File: config.mk
export PLATFORM = sky130hd
export DESIGN_NAME = ifetch
export DESIGN_NICKNAME = d
export VERILOG_FILES = /design/src/rtl/ifetch.sv
export SDC_FILE = /design/constraint.sdc
export NUM_CORES = 1
export LEC_CHECK = 0
export ABC_CLOCK_PERIOD_IN_PS = 2600
export BUFFER_PORTS_ARGS = -buffer_cell sky130_fd_sc_hd__buf_2
export CORE_ASPECT_RATIO = 1.2
export CORE_UTILIZATION = 54
export CTS_BUF_LIST = sky130_fd_sc_hd__clkbuf_2
export CTS_CLUSTER_DIAMETER = 50
export DETAILED_ROUTE_END_ITERATION = 10
export PLACE_DENSITY = 0.76
export REMOVE_ABC_BUFFERS = 1
export SYNTH_ARGS = -nofsm -noshare
export SYNTH_HDL_FRONTEND = slang
export SYNTH_SLANG_ARGS = --single-unit
File: constraint.sdc
create_clock -name clk -period 2.6 [get_ports clk]
set_input_delay 0.65 -clock clk [delete_from_list [all_inputs] [get_ports clk]]
set_output_delay 0.65 -clock clk [all_outputs]
set_load 0.02 [all_outputs]
File: src/rtl/ifetch.sv
// Instruction fetch front end: issues imem requests against a credit budget and
// buffers in-order responses in a DEPTH-entry ring for decode, with flush/discard.
package ifetch_pkg;
  typedef struct packed {
    logic [31:0] addr;
    logic [31:0] data;
    logic        filled;
  } fb_entry_t;
endpackage

module ifetch_entry
  import ifetch_pkg::*;
(
  input  logic        clk,
  input  logic        rst_n,
  input  logic        clear,
  input  logic        alloc,
  input  logic [31:0] alloc_addr,
  input  logic        fill,
  input  logic [31:0] fill_data,
  input  logic        pop,
  output fb_entry_t   ent
);
  always_ff @(posedge clk or negedge rst_n) begin
    if (!rst_n) begin
      ent <= '0;
    end else if (clear) begin
      ent.filled <= 1'b0;
    end else begin
      if (alloc) begin
        ent.addr   <= alloc_addr;
        ent.filled <= 1'b0;
      end
      if (fill) begin
        ent.data   <= fill_data;
        ent.filled <= 1'b1;
      end
      if (pop) ent.filled <= 1'b0;
    end
  end
endmodule

module ifetch
  import ifetch_pkg::*;
#(
  parameter int DEPTH = 4
) (
  input  logic        clk,
  input  logic        xreset_n,
  input  logic [31:0] next_pc,
  input  logic        flush,
  output logic        halt,
  output logic        imem_req,
  output logic [31:0] imem_addr,
  input  logic        imem_gnt,
  input  logic        imem_rvalid,
  input  logic [31:0] imem_rdata,
  output logic        inst_valid,
  output logic [31:0] inst,
  output logic [31:0] inst_pc,
  input  logic        inst_ready
);
  localparam int AW = $clog2(DEPTH);
  localparam int CW = AW + 1;
  localparam logic [CW-1:0] DEPTH_C = CW'(DEPTH);

  logic [AW-1:0] head, tail, fptr;
  logic [CW-1:0] count, pend, discard, used;
  fb_entry_t [DEPTH-1:0] ents;
  fb_entry_t head_ent;
  logic alloc, pop, drop, fill;

  assign used       = count + discard;
  assign imem_req   = xreset_n & ~flush & (used < DEPTH_C);
  assign imem_addr  = next_pc;
  assign alloc      = imem_req & imem_gnt;
  assign halt       = ~xreset_n | ~(flush | alloc);

  assign head_ent   = ents[head];
  assign inst_valid = (count != '0) & head_ent.filled & ~flush;
  assign inst       = head_ent.data;
  assign inst_pc    = head_ent.addr;

  assign pop  = inst_valid & inst_ready;
  assign drop = imem_rvalid & (discard != '0);
  // Entries fill strictly in order, so head..fptr are filled and fptr..tail pending.
  assign fill = imem_rvalid & (discard == '0) & (pend != '0);

  genvar i;
  generate
    for (i = 0; i < DEPTH; i++) begin : g_ent
      ifetch_entry u_ent (
        .clk        (clk),
        .rst_n      (xreset_n),
        .clear      (flush),
        .alloc      (alloc && (tail == AW'(i))),
        .alloc_addr (next_pc),
        .fill       (fill && (fptr == AW'(i))),
        .fill_data  (imem_rdata),
        .pop        (pop && (head == AW'(i))),
        .ent        (ents[i])
      );
    end
  endgenerate

  always_ff @(posedge clk or negedge xreset_n) begin
    if (!xreset_n) begin
      head    <= '0;
      tail    <= '0;
      fptr    <= '0;
      count   <= '0;
      pend    <= '0;
      discard <= '0;
    end else if (flush) begin
      // Every pending request becomes a response to throw away; a response
      // arriving this very cycle is already accounted for.
      head    <= tail;
      fptr    <= tail;
      count   <= '0;
      pend    <= '0;
      discard <= discard + pend - CW'(imem_rvalid && ((discard + pend) != '0));
    end else begin
      tail    <= tail + AW'(alloc);
      fptr    <= fptr + AW'(fill);
      head    <= head + AW'(pop);
      count   <= count + CW'(alloc) - CW'(pop);
      pend    <= pend + CW'(alloc) - CW'(fill);
      discard <= discard - CW'(drop);
    end
  end
endmodule
Word-level counts from Yosys, hierarchy flattened
Index checks and enable logic that the tools add are counted.
W data, S select, Z words.
{"block": "word_totals", "regBits": 275, "output_inout_bits": 99, "wordCells": 110, "inputBits": 70}
{"block": "op_classes", "order_cmp": 2, "n_eq_ne": 9, "reduce_logical": 33, "n_addsub": 11, "mux": 23, "n_bitwise": 14}
{"op": "$bmux W65 S2", "n": 1}
{"op": "$mux W65", "n": 1}
{"op": "$mux W1", "n": 16}
{"op": "$reduce_and A2 Y1", "n": 8}
{"op": "$reduce_bool A4 Y1", "n": 4}
{"op": "$logic_and A1 B1 Y1", "n": 13}
{"op": "$eq A2 B2 Y1 const B", "n": 6}
{"op": "$reduce_bool A3 Y1", "n": 4}
{"op": "$sub A3 B1 Y3", "n": 4}
{"op": "$and A1 B1 Y1", "n": 9}
{"op": "$mux W3", "n": 3}
{"op": "$add A2 B1 Y2", "n": 3}
{"op": "$add A3 B1 Y3", "n": 2}
{"op": "$add A3 B3 Y3", "n": 2}
{"op": "$eq A2 B1 Y1 const B", "n": 3}
{"op": "$logic_not A2 Y1", "n": 3}
{"op": "$mux W2", "n": 2}
{"op": "$logic_not A3 Y1", "n": 1}
{"op": "$lt A2 B3 Y1 const B", "n": 1}
{"op": "$lt A3 B3 Y1 const B", "n": 1}
{"op": "$not A1 Y1", "n": 3}
{"op": "$or A1 B1 Y1", "n": 2}

Depth between registers and ports, before layout
Gate-level depths: netlist of run 1.
{"block": "logic_depth", "ltp_word": 9, "depth_mapped": 12}

By module
From an unflattened synthesis of run 1, not the netlist that was laid out.
{"block": "hier_totals", "hier_cells": 793, "area_unflattened_um2": 13919.6}
{"module": "ifetch_entry", "seq_area_each_um2": 1626.6, "cells_per_inst": 142, "area_per_inst_um2": 2746.4, "n_inst": 4}
{"module": "ifetch", "seq_area_each_um2": 375.4, "cells_per_inst": 225, "area_per_inst_um2": 2934.1, "n_inst": 1}

Worst setup path before layout of run 1
OpenSTA, ideal clock, no wires.
{"block": "synth_path", "path_type": "input -> register", "start": "in flush", "end": "reg count[2]", "path_stages": 10, "path_slack_ns": -0.168, "setup_ns": 0.132, "required_time_ns": 2.468, "arrival_ns": 2.636, "path_cell_list": "buf_1 > nor3_1 > and2_1 > ha_1 > inv_1 > ha_1 > inv_1 > fa_1 > xnor2_1 > nor2_1"}
{"block": "synth_via", "word_cells_on_any_way": 9, "classes_between": "2 x add/sub; 1 x mux; 6 x bitwise"}
{"item": "start, declared", "line_no": "51", "source": "input logic flush,"}
{"item": "$not A1 Y1 (no source line)"}
{"item": "$and A1 B1 Y1", "line_no": "80", "source": "assign inst_valid = (count != '0) & head_ent.filled & ~flush;"}
{"item": "via inst_valid", "line_no": "58", "source": "output logic inst_valid,"}
{"item": "$and A1 B1 Y1", "line_no": "84", "source": "assign pop = inst_valid & inst_ready;"}
{"item": "$sub A3 B1 Y3", "line_no": "126", "source": "count <= count + CW'(alloc) - CW'(pop);"}
{"item": "$mux W3", "line_no": "114", "source": "end else if (flush) begin"}
{"item": "end signal, assigned", "line_no": "126"}
{"item": "end, declared", "line_no": "68", "source": "logic [CW-1:0] count, pend, discard, used;"}
The timed path passes the listed nets, and every way through them passes these cells.
A chain may end at the register's enable or synchronous reset.

Final worst setup path of run 1
{"block": "layout_path", "start": "reg discard[1]", "end": "out imem_req"}
{"block": "layout_via", "elab_chain_cells": 3}
{"item": "start, declared", "line_no": "68"}
{"item": "start signal, assigned", "line_no": "121", "source": "discard <= discard + pend - CW'(imem_rvalid && ((discard + pend) != '0));"}
{"item": "start signal, assigned", "line_no": "128", "source": "discard <= discard - CW'(drop);"}
{"item": "$add A3 B3 Y3", "line_no": "73", "source": "assign used = count + discard;"}
{"item": "$lt A3 B3 Y1", "line_no": "74", "source": "assign imem_req = xreset_n & ~flush & (used < DEPTH_C);"}
{"item": "$and A1 B1 Y1", "line_no": "74"}
{"item": "end, declared", "line_no": "53", "source": "output logic imem_req,"}
No other way between the ends.

==> flow_summary_export.csv, run 1 <==
group,metric,value,unit
route,first_pass_iters,4,
yosys,synth_warnings,0,
yosys,ys_seq_elements,275,
route,drt_iter0_markers,264,
finish,fillers,1608,
pwr,p_total,14.20,mW
global_routing,grt_pass1_wl,41460,um
global_routing,grt_pass1_vias,7922,
route,totalWireLength,26410,um
sta,final-hold-violation-count,0,
clocking,htreeDepth,3,
sta,drv_slew,0,
yosys,synth_cell_types,40,
yosys,synth.avg_cell_area,16.15,um2
sta,fin_crit,2954,ps
floorplan,start_util,0.5538,
route,vias_per_cell,5.549,
setup_path,endpoint_kind,"output pin",
clocking,cts.sinks,275,
hold_path,min_path_type,"input port to flip-flop",
yosys,synth-edff-count,0,
floorplan,fp.dieW,141.0,um
setup_path,crit_arrival,2300,ps
sta,rsz0062_at_grt,"yes",
yosys,synth-main-ff-cell,"dfrtp_1",
status,status,"finished with violations",
setup_path,cp.required,1950,ps
sta,fmax,338.5,MHz
placement,placed_cell_area,13570,um2
sta,worstMarginPinSlew,1118,ps
pwr,switching_share,0.3198,
floorplan,core.rowCount,60,
sta,timing.final.crit_share,1.136,
setup_path,crit_type,"flip-flop to output pin",
placement,gp_congestion,0.7576,
yosys,syn_area,12510,um2
clocking,clk_pin_slew,100,ps
finish,areaGrowthSynthToFinish,20.28,%
global_routing,grt_usage,0.2292,
clocking,cts_buffers,69,
placement,hpwl,14640,um
floorplan,ios,169,
finish,final_layout_size_suffix_gt1_frac,0.6433,
clocking,clock-root-buffer,"clkbuf_2",
setup_path,rr_worst_depth,11,
pwr,internal_power,9.658,mW
setup_path,worstSetupStartpointType,"flip-flop",
global_routing,grt_max_degree,190,
pwr,power_density,943.3,nW/um2
route,num_vias,7347,
pwr,pwr-share-comb,0.388,
sta,fin_skew,38.63,ps
global_routing,antenna_found_initial,2,
finish,layout_common_cells,"273 x dfrtp_1, 252 x mux2_2, 100 x buf_2, 91 x clkbuf_2, 69 x buf_6",
floorplan,die_y,168.8,um
yosys,ys_seq_area_frac,0.5499,
status,violations,"negative setup slack",
route,wl_per_cell,19.95,um
clocking,insertion_delay,800,ps
placement,place_ws,85.94,ps
route,remaining_drc_errors,0,
sta,setup-violations-final,67,
finish,fin_area,15050,um2
global_routing,grt.overflow.total,0,
placement,portBuffers,168,
clocking,cts_tree,"done",
clocking,clockBufferDepth,3,
job,max-cap-violations,0,
sta,slew_headroom,0.2548,
floorplan,die_area,23790,um2
pwr,power.share.clock,0.192,
hold_path,min_path_cells,2,
pwr,power_leakage,7.398,nW
setup_path,path_max_fanout,2,
yosys,async_flop_share,1.000,
pwr,p_seq_frac,0.420,
pwr,peakVddDrop,0.0004442,V
route,antenna_left,0,
finish,layout_commonest_cell,"dfrtp_1",
floorplan,core_area,22600,um2
pwr,p_sw,4.541,mW
yosys,synth_cells,775,
sta,fin_ws,-354.1,ps
finish,fin_nets,1069,
[cell families (layout without fill, tap and decap cells)]
kind of cell | count (synthesis) | after routing | share of synthesized area
multiplexers | 323 | 323 | 0.3489
flip-flops | 275 | 275 | 0.5499
buffers and inverters | 92 | 329 | 0.04259
AND/OR/NAND/NOR | 38 | 38 | 0.02200
AO/OA/AOI/OAI | 18 | 18 | 0.009098
adder cells (fa/ha/maj) | 16 | 16 | 0.01780
XOR/XNOR | 13 | 13 | 0.009698
other | 0 | 2 | 0
[worst max-delay path: stages (launching register included)]
cell     delay, ps
dfrtp_1        390
ha_1           300
a31oi_2        210
xnor2_2        160
buf_6          130
and2b_2        210
buf_6          130
[per-layer routing]
layer,part of all wire,GRT usage,vias to the layer above,wire (um)
met1,0.42,0.2769,3844,10970
met5,0.00038,0,-,10
li1,-,-,3267,-
met4,0.018,0.09121,2,469
met2,0.51,0.3909,201,13500
met3,0.055,0.06280,33,1464
[metrics by stage]
| stage | hold WS [ps] | utilization | TNS, ps | std cells |
|---|---|---|---|---|
| after detailed placement | 474.3 | 0.6005 | 0 | 1200 |
| after global placement | 463.1 | 0.6005 | 0 | 1200 |
| after CTS | 7.912 | 0.6490 | -28090 | 1316 |
| after global routing | 28.34 | 0.6661 | -29520 | 1324 |
| after floorplan | 354.4 | - | -147310 | 699 |
| final | 121.7 | 0.6661 | -20210 | 1324 |
[power by group through the flow]
stage          Combinational (mW)  Sequential [mW]  Clock (mW)
2_1_floorplan                2.79             6.09           0
4_1_cts                      5.06             5.95        2.84
6_report                     5.51             5.97        2.72
3_5_place_dp                 4.18             6.03           0
3_3_place_gp                 4.11             5.97           0
5_1_grt                      5.85             6.12        3.04
[state kept, by name, indices dropped and copies added (netlist names)]
| signal | flops |
|---|---|
| fptr | 2 |
| discard | 3 |
| pend | 3 |
| head | 2 |
| count | 3 |
| g_ent.u_ent.ent | 260 |
| tail | 2 |
[cell type report]
class | count | area (um2) | area share
Tap cell | 310 | 387.9 | 0.02577
Multi-Input combinational cell | 408 | 5182 | 0.3443
Clock buffer | 91 | 455.4 | 0.03026
Sequential cell | 275 | 6887 | 0.4575
Inverter | 16 | 60.06 | 0.003990
Antenna cell | 2 | 5.005 | 0.0003325
Timing Repair Buffer | 213 | 1981 | 0.1316
Clock inverter | 9 | 93.84 | 0.006234
[worst paths after layout]
kind	start	to	slack [ps]
min in group asynchronous	xreset_n	g_ent[1].u_ent.ent[44]	550
setup / recovery	discard[1]	imem_req	-350
setup reg to reg	head[0]	count[1]	10
hold / removal	imem_rdata[22]	g_ent[3].u_ent.ent[23]	120
max in group asynchronous	xreset_n	g_ent[2].u_ent.ent[27]	940
hold reg to reg	g_ent[0].u_ent.ent[39]	g_ent[0].u_ent.ent[39]	490
[Yosys cell counts, types with 4 or more instances]
| library cell | count | area [um2] |
|---|---|---|
| a211oi_1 | 4 | 30.03 |
| a21oi_1 | 4 | 20.02 |
| buf_2 | 12 | 60.06 |
| buf_4 | 36 | 270.3 |
| buf_6 | 5 | 56.30 |
| clkbuf_1 | 20 | 75.07 |
| dfrtp_1 | 275 | 6882 |
| ha_1 | 13 | 162.7 |
| inv_1 | 16 | 60.06 |
| mux2_1 | 4 | 45.04 |
| mux2_2 | 252 | 2838 |
| mux4_2 | 65 | 1464 |
| nand2_1 | 5 | 18.77 |
| nor2_1 | 9 | 33.78 |
| o21ai_0 | 4 | 20.02 |
| xnor2_1 | 8 | 70.07 |
| xor2_1 | 4 | 35.03 |
[timing repair]
item                                   in CTS  in global routing
gates cloned                                7                  4
gates resized for setup                    84                 83
pin swaps                                   7                  6
setup endpoints to repair                  67                 71
hold buffers                                2                  0
endpoints found under the hold margin      36                  0
setup buffers                               8                  2
(Power assumes the default switching activity.)
==> run 2: changes to the inputs <==
ABC_AREA = 1   (was default)
PLACE_DENSITY = 0.75   (was 0.76)
==> run 2 against run 1 <==
Effect of this change:
- the flow still finishes with violations (negative setup slack)
- highest routed layer is now met4
- sequential power rose by 4.2%
- maximum frequency rose by 0.33%
- clock skew fell by 11 ps
- clock power shrank 1%
- synthesized cell count up 82%
- critical path depth increased by 5
- register-to-register slack worse by 120 ps
- global-route usage increased by 7.1 points
- non-clock buffer count increased by 39
- sequential share of layout area is 3.9 points lower
==> flow_summary_export.csv, run 2 <==
group,metric,value,unit
status,status,"finished with violations",
status,violations,"negative setup slack",
setup_path,slowest_delay,410,ps
finish,stdcell_count,1969,
floorplan,core.rowCount,61,
placement,dp_cells,1803,
placement,hpwl,17680,um
sta,fin_skew,27.34,ps
pwr,power_leakage,8.478,nW
global_routing,grt_pass1_wl,56500,um
setup_path,path_max_fanout,2,
setup_path,critPathSlowestCell,"dfrtp_1",
global_routing,grt.overflow.total,0,
finish,layout_common_cells,"383 x nand2_1, 274 x dfrtp_1, 120 x o21ai_0, 117 x inv_1, 100 x buf_2",
sta,setup_tns,-17820,ps
global_routing,use_met2,0.5113,
pwr,p_seq_frac,0.358,
setup_path,crit_path_frequent_cell,"nand2_2",
sta,drv_slew,0,
clocking,clk_pin_slew,110,ps
sta,rsz0062_at_grt,"yes",
yosys,synth_area_leaders,"dfrtp_1 53%, nand2_1 12%, o21ai_0 4.8%, a22oi_1 4.2%, inv_1 3.7%",
route,wl_per_cell,18.46,um
pwr,pwr-share-comb,0.487,
yosys,synth_top_area_frac,0.5337,
yosys,synth-edff-count,0,
global_routing,antenna_found_initial,2,
placement,place_ws,111.2,ps
route,totalWireLength,36350,um
yosys,yosysTopAreaCell,"dfrtp_1",
pwr,p_sw,7.021,mW
setup_path,worstSetupStartpointType,"flip-flop",
route,remaining_drc_errors,0,
setup_path,crit_arrival,2290,ps
sta,fin_crit,2944,ps
finish,largest_reg_flops,260,
yosys,synth-main-ff-cell,"dfrtp_1",
clocking,insertion_delay,810,ps
setup_path,path_cells,"ha_1 > nand3_2 > nand2_2 > nor2_4 > nor2_4 > nand2_2 > inv_2 > nand2_2 > inv_2 > o21ai_2 > buf_6",
route,num_vias,11060,
finish,final_layout_size_suffix_gt1_frac,0.3584,
floorplan,ios,169,
global_routing,grt_usage,0.3006,
global_routing,use_met3,0.05429,
finish,regMostFlops,"g_ent.u_ent.ent",
clocking,cts_tree,"done",
yosys,synth.avg_cell_area,9.132,um2
yosys,ys_seq_area_frac,0.5337,
sta,fin_ws,-344.3,ps
global_routing,busiest_layer,"met2",
pwr,peakVddDrop,0.0007033,V
clocking,clock-root-buffer,"clkbuf_2",
clocking,clockBufferDepth,3,
yosys,synth_cells,1412,
yosys,syn_area,12890,um2
sta,setup-violations-final,70,
global_routing,met1_usage,0.3713,
setup_path,cp.required,1950,ps
setup_path,crit_buf_inv,3,
yosys,ys_seq_elements,275,
clocking,cts_buffers,71,
yosys,synthTopCellsByCount,"417 x nand2_1, 275 x dfrtp_1, 126 x inv_1",
yosys,async_flop_share,1.000,
sta,worstMarginPinSlew,1061,ps
pwr,p_total,17.37,mW
floorplan,die_area,24500,um2
setup_path,rr_worst_depth,19,
pwr,switching_share,0.4043,
clocking,cts.sinks,275,
finish,areaGrowthSynthToFinish,27.59,%
finish,final_util,0.7067,
route,vias_per_cell,5.617,
finish,layout_commonest_cell,"nand2_1",
floorplan,fp.dieW,143.1,um
sta,slew_headroom,0.2929,
setup_path,endpoint_kind,"output pin",
pwr,power.share.clock,0.154,
sta,final-hold-violation-count,0,
job,max-cap-violations,0,
finish,fin_nets,1701,
sta,fmax,339.6,MHz
placement,gp_congestion,0.8067,
route,drt_iter0_markers,883,
hold_path,min_path_cells,3,
setup_path,worst-path-stages,11,
sta,timing.final.crit_share,1.132,
clocking,htreeDepth,3,
placement,placed_cell_area,13730,um2
floorplan,start_util,0.5539,
setup_path,cp_top_family,"simple AND/OR/NAND/NOR gates",
floorplan,die_y,171.3,um
pwr,power_density,1056,nW/um2
route,first_pass_iters,5,
global_routing,grt_pass1_vias,10990,
yosys,synth_cell_types,32,
route,antenna_left,0,
sta,holdWs,85.00,ps
global_routing,grt_max_degree,149,
placement,portBuffers,168,
floorplan,core_area,23280,um2
pwr,internal_power,10.34,mW
yosys,yosysMostFrequentCell,"nand2_1",
yosys,synth_warnings,0,
setup_path,crit_type,"flip-flop to output pin",
hold_path,min_path_type,"input port to flip-flop",
finish,fin_area,16450,um2
## run 2: cell types whose count changed after synthesis, moves of 32 or more
cell,change
a22oi_1,+72
o21ai_0,+119
mux2_2,-252
o21ai_1,+88
o21ai_2,+53
nand2_1,+412
inv_1,+110
mux4_2,-65
o221ai_1,+32
## run 2: worst register-to-register path: stages (launching register included)
cell	delay, ps
dfrtp_1	410
buf_6	130
inv_4	60
buf_6	120
buf_6	110
nand2_2	40
nand2_1	70
nand2_2	80
nand2_4	100
nand2_4	60
buf_6	130
buf_6	100
nor2_4	140
ha_4	230
inv_2	60
ha_4	110
inv_2	30
fa_2	350
o21ai_1	200
a21oi_1	70
## run 2: final timing paths
path / slack (ps) / endpoint / start
worst max-delay path: -340 / halt / count[1]
worst min-delay path: 90 / g_ent[1].u_ent.ent[32] / imem_rdata[31]
worst max register to register: -110 / count[2] / head[0]
worst min register to register: 490 / g_ent[3].u_ent.ent[49] / g_ent[3].u_ent.ent[49]
max in group asynchronous: 530 / g_ent[1].u_ent.ent[2] / xreset_n
min in group asynchronous: 560 / g_ent[2].u_ent.ent[6] / xreset_n
## run 2: layer usage
layer / share of wire / vias to the layer above
li1: - / 5105
met3: 0.080 / 92
met4: 0.033 / 0
met1: 0.39 / 5335
met5: 0 / -
met2: 0.49 / 527
## run 2: cell type report
| class | count | area, um2 |
|---|---|---|
| Clock inverter | 12 | 46.29 |
| Timing Repair Buffer | 252 | 2505 |
| Antenna cell | 2 | 5.005 |
| Clock buffer | 98 | 490.5 |
| Fill cell | 1689 | 6827 |
| Multi-Input combinational cell | 886 | 5627 |
| Sequential cell | 275 | 6883 |
| Inverter | 129 | 501.7 |
| Tap cell | 315 | 394.1 |
## run 2: kinds of logic (layout without fill, tap and decap cells)
group,Yosys count,count (layout),share of synthesized area
other,0,2,0
AOI/OAI and AO/OA,375,375,0.1843
muxes,2,2,0.001553
DFF,275,275,0.5337
and+or+nand+nor,485,485,0.1542
xor gates and xnor gates,8,8,0.005433
buffers and inverters,251,491,0.1036
adders and majority gates,16,16,0.01727
## run 2: power by group through the flow
stage / logic (mW) / clock network, mW / registers (mW)
6_report: 8.46 / 2.68 / 6.22
5_1_grt: 9.02 / 2.95 / 6.35
4_1_cts: 8.09 / 2.71 / 6.10
3_5_place_dp: 5.37 / 0 / 6.09
3_3_place_gp: 5.25 / 0 / 6.04
2_1_floorplan: 3.42 / 0 / 5.94
## run 2: what timing repair did
action / CTS / global route
hold endpoints to repair: 42 / 0
gates resized for setup: 235 / 134
setup endpoints to repair: 67 / 73
pin swaps: 27 / 31
setup buffers: 37 / 5
cloned: 22 / 0
hold buffers: 1 / 0
